`src/rtl/imem_loader.sv`:
```
// Byte-stream loader for instruction memory: 16-bit word-count header, then little-endian words.
// Holds the core in reset until the image lands; a start pulse re-arms from DONE/ERR.
module imem_loader #(
  parameter int ADDR_W = 8
) (
  input  logic              clk,
  input  logic              reset,
  input  logic              start,
  input  logic              in_valid,
  input  logic [7:0]        in_data,
  output logic              in_ready,
  output logic              wr_en,
  output logic [ADDR_W-1:0] wr_addr,
  output logic [31:0]       wr_data,
  output logic              cpu_reset,
  output logic              done,
  output logic              error
);

  localparam int MAX_WORDS = 2 ** ADDR_W;

  typedef enum logic [2:0] {HDR0, HDR1, DATA, DONE, ERR} state_t;

  state_t            state, state_nxt;
  logic [15:0]       count;
  logic [1:0]        byte_idx;
  logic [ADDR_W:0]   word_cnt;   // one extra bit so a full image never wraps
  logic [23:0]       lanes;
  logic              hs;
  logic [15:0]       hdr_n;
  logic              last_word;

  assign in_ready  = reset && (state == HDR0 || state == HDR1 || state == DATA);
  assign hs        = in_valid && in_ready;
  assign hdr_n     = {in_data, count[7:0]};
  assign last_word = ({{(16-ADDR_W){1'b0}}, word_cnt} == ({1'b0, count} - 17'd1));
  assign done      = (state == DONE);
  assign error     = (state == ERR);

  always_ff @(posedge clk) begin
    if (!reset) state <= HDR0;
    else        state <= state_nxt;
  end

  always_comb begin
    state_nxt = state;
    case (state)
      HDR0: if (hs) state_nxt = HDR1;
      HDR1: begin
        if (hs) begin
          if (hdr_n == 16'd0)                         state_nxt = DONE;
          else if ({1'b0, hdr_n} > 17'(MAX_WORDS))    state_nxt = ERR;
          else                                        state_nxt = DATA;
        end
      end
      DATA: if (hs && byte_idx == 2'd3 && last_word) state_nxt = DONE;
      DONE: if (start) state_nxt = HDR0;
      ERR:  if (start) state_nxt = HDR0;
      default: state_nxt = HDR0;
    endcase
  end

  always_ff @(posedge clk) begin
    if (!reset) begin
      count     <= '0;
      byte_idx  <= '0;
      word_cnt  <= '0;
      lanes     <= '0;
      wr_en     <= 1'b0;
      wr_addr   <= '0;
      wr_data   <= '0;
      cpu_reset <= 1'b1;
    end else begin
      wr_en <= 1'b0;
      case (state)
        HDR0: if (hs) count[7:0]  <= in_data;
        HDR1: if (hs) count[15:8] <= in_data;
        DATA: begin
          if (hs) begin
            byte_idx <= byte_idx + 2'd1;
            case (byte_idx)
              2'd0: lanes[7:0]   <= in_data;
              2'd1: lanes[15:8]  <= in_data;
              2'd2: lanes[23:16] <= in_data;
              default: begin
                wr_en    <= 1'b1;
                wr_data  <= {in_data, lanes};
                wr_addr  <= word_cnt[ADDR_W-1:0];
                word_cnt <= word_cnt + 1'b1;
              end
            endcase
          end
        end
        DONE, ERR: begin
          if (start) begin
            cpu_reset <= 1'b1;
            byte_idx  <= '0;
            word_cnt  <= '0;
            wr_addr   <= '0;
          end else if (state == DONE) begin
            // Released one cycle after DONE so the final write is already in memory.
            cpu_reset <= 1'b0;
          end
        end
        default: ;
      endcase
    end
  end

endmodule
```
`config.mk`:
```
export PLATFORM = sky130hd
export DESIGN_NAME = imem_loader
export DESIGN_NICKNAME = d
export VERILOG_FILES = /design/src/rtl/imem_loader.sv
export SDC_FILE = /design/constraint.sdc
export NUM_CORES = 1
export LEC_CHECK = 0
export ABC_AREA = 0
export CAP_MARGIN = 20
export CELL_PAD_IN_SITES_DETAIL_PLACEMENT = 1
export CELL_PAD_IN_SITES_GLOBAL_PLACEMENT = 1
export CORE_ASPECT_RATIO = 1.5
export CORE_UTILIZATION = 41
export DETAILED_ROUTE_END_ITERATION = 16
export PLACE_DENSITY_LB_ADDON = 0.1
export SYNTH_ARGS = -nofsm -noshare
export SYNTH_HDL_FRONTEND = slang
export SYNTH_SLANG_ARGS = --single-unit
export TNS_END_PERCENT = 1
```
`constraint.sdc`:
```
create_clock -name clk -period 2.1 [get_ports clk]
set_input_delay 0.525 -clock clk [delete_from_list [all_inputs] [get_ports clk]]
set_output_delay 0.525 -clock clk [all_outputs]
set_load 0.1 [all_outputs]
```
==> qor.yml, run 1 <==
rows: 45
syn-num-nets: 524
pin_count: 57
grt_usage_pct: 23.50
layout_commonest_cell: "nand2_1"
nFillCells: 1175
multi_input_area_sq_um: 2270
yosysSeqAreaShare_pct: 44.55
crit_type: "reg2reg"
reg2reg_slack_ns: 0.11
io_buffers: 56
drt_iter0_drc: 179
endpoint_kind: "flip-flop"
viasPerCell: 5.207
path_delay_family: "simple AND/OR/NAND/NOR gates"
leakage_nw: 2.052
wl_um: 12030
yosysWarnings: 0
syn-cell-area_sq_um: 4314
hpwl_um: 8929
grt.overflow.total: 0
grt_pass1_wl_um: 19800
drive_above_1_share_pct: 19.73
clock_tree.root_cell: "clkbuf_16"
max_slew_margin_pct: 72.31
grt_pass1_vias: 3908
htreeDepth: 3
max_stage_delay_ns: 0.71
drv_slew: 0
p_total_mw: 3.762
pre_cts_slack_ns: -0.2539
path_cells: "buf_4, or4_2, xnor2_1, o22a_1, o41ai_2"
skew_ns: 0.005326
cts_tree: "yes"
cts_setup_buffers: 0
hold_viol: 0
routabilityCongestion: 0.8353
clock_latency_ns: 0.34
fp.dieW_um: 85.76
antenna_found_initial: 0
setup_ws_ns: 0.1111
grt_start_max_net_pins: 37
hp-class: "reg2reg"
yosys_most_used_dff: "dfxtp_1"
synthCells: 504
rsz0062_at_grt: "no"
async_flop_share_pct: 0
ys_ff_latch: 96
status: "finished clean"
critPathBufInv: 1
maxCapViolations: 0
syn_to_final_growth_pct: 26.71
seqCellArea_sq_um: 1922
clock-sinks: 96
vdd_drop_max_uv: 426.4
netlist-cell-type-count: 47
setup_viol: 0
fmax_mhz: 502.8
tightestPinTransition_ns: 0.4148
drcViolationCount: 0
synth-edff-count: 0
drtAntennaViolNets: 0
dr.pass1.iters: 4
die_area_sq_um: 10940
cp.arrival_ns: 2.23
syn_area_per_cell_sq_um: 8.560
whs_ns: 0.4650
layout.nets: 598
core_area_sq_um: 10190
numCtsBuffers: 9
fp.dieH_um: 127.6
clockBufferDepth: 2
period_share_pct: 94.71
critPathMaxFanout: 5
start_util_pct: 42.33
route.vias.total: 3770
p_per_area_nw_per_um2: 688.2
cp_data_required_time_ns: 2.34
cp_slowest_cell: "or4_2"
antennaDiodeCount: 0
cts.clk_slew.worst_paths_ns: 0.06
final_period_minus_worst_setup_slack_ns: 1.989
routedWlPerCell_um: 16.62
critPathLaunchType: "flip-flop"
final_cell_mix: "nand2_1, dfxtp_1, buf_4, a21boi_0, nand3_1"
registers in the layout, summed over array words and instances (netlist names):
signal,count
wr_data,32
lanes,24
count,16
word_cnt,9
wr_addr,8
state,3
byte_idx,2
cpu_reset,1
wr_en,1
Yosys cell counts (2+ instances only):
| master | instances | area [sq um] |
|---|---|---|
| a21boi_0 | 66 | 495.5 |
| a21oi_1 | 9 | 45.04 |
| and2_1 | 3 | 18.77 |
| and3_1 | 2 | 12.51 |
| buf_1 | 2 | 7.510 |
| buf_2 | 4 | 20.02 |
| clkbuf_1 | 25 | 93.84 |
| dfxtp_1 | 96 | 1922 |
| ha_1 | 8 | 100.1 |
| inv_1 | 6 | 22.52 |
| mux2i_1 | 16 | 160.2 |
| nand2_1 | 114 | 427.9 |
| nand2b_1 | 2 | 12.51 |
| nand3_1 | 40 | 200.2 |
| nand3b_1 | 2 | 15.01 |
| nand4_1 | 7 | 43.79 |
| nor2_1 | 14 | 52.55 |
| nor2b_1 | 23 | 143.9 |
| nor3_1 | 7 | 35.03 |
| nor3b_2 | 2 | 25.02 |
| nor4_1 | 4 | 25.02 |
| o21a_1 | 2 | 15.01 |
| o21ai_0 | 6 | 30.03 |
| o31a_1 | 2 | 17.52 |
| o31ai_1 | 2 | 15.01 |
| or3_1 | 4 | 25.02 |
| xnor2_1 | 11 | 96.34 |
| xor2_1 | 6 | 52.55 |
per-stage QoR:
| step | utilization (%) | TNS (ns) | cells | instance area, sq um |
|---|---|---|---|---|
| 3_5_place_dp | 50.84 | -1.261 | 708 | 5181 |
| 5_1_grt | 53.64 | 0 | 724 | 5466 |
| 6_report | 53.64 | 0 | 724 | 5466 |
| 3_3_place_gp | 50.84 | -0.3208 | 708 | 5181 |
| 2_1_floorplan | - | -1.934 | 504 | 4328 |
| 4_1_cts | 53.53 | 0 | 724 | 5455 |
cells by family after synthesis:
group           count (synthesis)  share of synthesized area (%)
buf+inv                        39                          3.538
flops                          96                          44.55
mux                            16                          3.712
xor+xnor                       17                          3.451
fa+ha+maj                       8                          2.320
compound gates                 95                          16.01
simple gates                  233                          26.42
layer usage:
| metal | up-vias | global-route usage [%] | wire length, um |
|---|---|---|---|
| li1 | 1859 | - | - |
| met1 | 1839 | 27.05 | 5017 |
| met2 | 48 | 41.98 | 6354 |
| met3 | 24 | 2.907 | 207 |
| met4 | 0 | 12.45 | 450 |
| met5 | - | 0 | 0 |
tightest hold or removal path: cells and delay by family, from the launching register on:
| family | cells | cell delay, ns |
|---|---|---|
| flops | 1 | 0.31 |
| simple gates | 1 | 0.05 |
| compound gates | 1 | 0.06 |
worst paths after layout:
| check | end | cells after the start | start |
|---|---|---|---|
| worst max-delay path | state[0] | 5 | count[0] |
| worst min-delay path | wr_addr[3] | 2 | wr_addr[3] |
| worst max register to register | state[0] | 5 | count[0] |
| worst min register to register | wr_addr[3] | 2 | wr_addr[3] |
report_power, final:
group          switching, mW  internal, mW
Combinational          0.192         0.174
Clock                  0.699         0.841
Sequential            0.0231          1.83
cell type report:
cell class | count | share of cell area (%)
Multi-Input combinational cell | 369 | 41.52
Sequential cell | 96 | 35.16
Timing Repair Buffer | 95 | 14.60
Clock buffer | 12 | 4.509
Tap cell | 141 | 3.227
Clock inverter | 4 | 0.5035
Inverter | 7 | 0.4807
what timing repair did:
item | in CTS | in global routing
endpoints found under the setup margin | 0 | 1
gates resized for setup | 0 | 2
hold buffers | 0 | 0
Note: power is estimated with default switching activity, not from simulation.
==> inputs of run 2 (changes only) <==
--- a/config.mk
+++ b/config.mk
@@ -6,11 +6,12 @@
 export NUM_CORES = 1
 export LEC_CHECK = 0
 export ABC_AREA = 0
-export CAP_MARGIN = 20
+export CAP_MARGIN = 5
 export CELL_PAD_IN_SITES_DETAIL_PLACEMENT = 1
 export CELL_PAD_IN_SITES_GLOBAL_PLACEMENT = 1
 export CORE_ASPECT_RATIO = 1.5
-export CORE_UTILIZATION = 41
+export CORE_UTILIZATION = 43
+export CTS_BUF_LIST = sky130_fd_sc_hd__clkbuf_8
 export DETAILED_ROUTE_END_ITERATION = 16
 export PLACE_DENSITY_LB_ADDON = 0.1
 export SYNTH_ARGS = -nofsm -noshare
==> qor.yml, run 2 (synthesis gave the netlist of run 1 again) <==
status: "finished clean"
setup_viol: 0
leakage_nw: 2.006
path_cells: "nand2_1, and2_1, buf_12"
fin_cells: 696
antennaDiodeCount: 0
grt_pass1_wl_um: 19770
start_util_pct: 44.52
crit_path_start: "state[1]"
route.vias.total: 3765
fmax_mhz: 495.3
cts.clk_slew.worst_paths_ns: 0.10
htreeDepth: 3
viasPerCell: 5.409
final_cell_mix: "nand2_1, dfxtp_1, buf_4, a21boi_0, nand3_1"
hp-class: "reg2reg"
cts_tree: "yes"
path_delay_family: "flip-flops"
grt_pass1_vias: 3962
tightestPinTransition_ns: 0.5819
layout.nets: 596
drive_above_1_share_pct: 19.62
cts_hold_buf: 0
max_stage_delay_ns: 0.55
cp_data_required_time_ns: 1.57
dr.pass1.iters: 4
rows: 44
critPathLaunchType: "flip-flop"
maxCapViolations: 0
hpwl_um: 8953
hold_viol: 0
routabilityCongestion: 0.9179
regMostFlops: "wr_data"
crit_type: "reg2out"
grt.overflow.total: 0
cp.arrival_ns: 1.49
clock_latency_ns: 0.36
worstHoldStart: "lanes[20]"
p_total_mw: 3.427
wl_um: 11980
vdd_drop_max_uv: 522.4
fp.dieW_um: 83.79
postLayoutCellArea_sq_um: 5328
antenna_found_initial: 0
fp.dieH_um: 124.7
routedWlPerCell_um: 17.22
grt_usage_pct: 24.06
timing.rr.start: "count[0]"
largest_reg_flops: 32
final_period_minus_worst_setup_slack_ns: 2.019
io_buffers: 56
syn_to_final_growth_pct: 23.49
place_inst: 680
rsz0062_at_grt: "no"
placed_area_sq_um: 5121
grt_start_max_net_pins: 70
skew_ns: 0.01261
drt_iter0_drc: 121
whs_ns: 0.4688
cp_slowest_cell: "dfxtp_1"
pin_count: 57
layout_commonest_cell: "nand2_1"
die_area_sq_um: 10450
endpoint_kind: "output port"
drcViolationCount: 0
critPathMaxFanout: 8
critPathBufInv: 1
p_per_area_nw_per_um2: 643.3
drtAntennaViolNets: 0
period_share_pct: 96.15
clock-sinks: 96
clockBufferDepth: 2
reg.largest.list: "wr_data x32, lanes x24, count x16"
core_area_sq_um: 9689
numCtsBuffers: 9
drv_slew: 0
max_slew_margin_pct: 61.21
clock_tree.root_cell: "clkbuf_8"
run 2: report_power, final:
part / internal, mW / leakage [nW] / switching [mW]
clock network: 0.577 / 0.103 / 0.639
registers: 1.83 / 0.774 / 0.0239
logic: 0.169 / 1.13 / 0.186
run 2: per-stage QoR:
step                      util, %  setup slack, ns   TNS, ns
after floorplan                 -          -0.2400    -1.934
after global placement      52.85         -0.05735  -0.05735
after detailed placement    52.85          -0.1629   -0.1955
after CTS                   54.89          0.05610         0
after global routing        54.98        0.0006706         0
final                       54.98          0.08085         0
run 2: area by class of cell:
cell class | count | area (sq um)
clock buffer | 10 | 137.6
clock inverter | 6 | 60.06
fill | 1157 | 4362
inverter | 7 | 26.28
multi-input combinational | 369 | 2267
sequential | 96 | 1922
tap | 115 | 143.9
timing repair buffer | 93 | 770.7
run 2: repair_timing:
item                       4_1_cts  5_1_grt
setup endpoints to repair        0        1
resized for setup                0        2
buffers inserted                 0        0
run 2: worst paths after layout:
path	depth (start not counted)	slack, ns	end
hold / removal	2	0.47	wr_data[20]
setup reg to reg	8	0.13	state[0]
hold reg to reg	2	0.47	wr_data[20]
setup / recovery	3	0.08	in_ready
run 2: tightest hold or removal path, delay by kind of cell (launching register included):
family	cells	cell delay (ns)
compound gates	1	0.06
simple gates	1	0.05
flops	1	0.32
run 2: routing by layer:
layer | wire length, um | share of wire [%] | GRT usage (%) | up-vias
met5 | 0 | 0 | 0 | -
met4 | 606 | 5.1 | 14.76 | 0
met3 | 240 | 2.0 | 3.380 | 31
met2 | 6370 | 53 | 43.28 | 61
met1 | 4766 | 40 | 26.21 | 1822
li1 | - | - | - | 1851
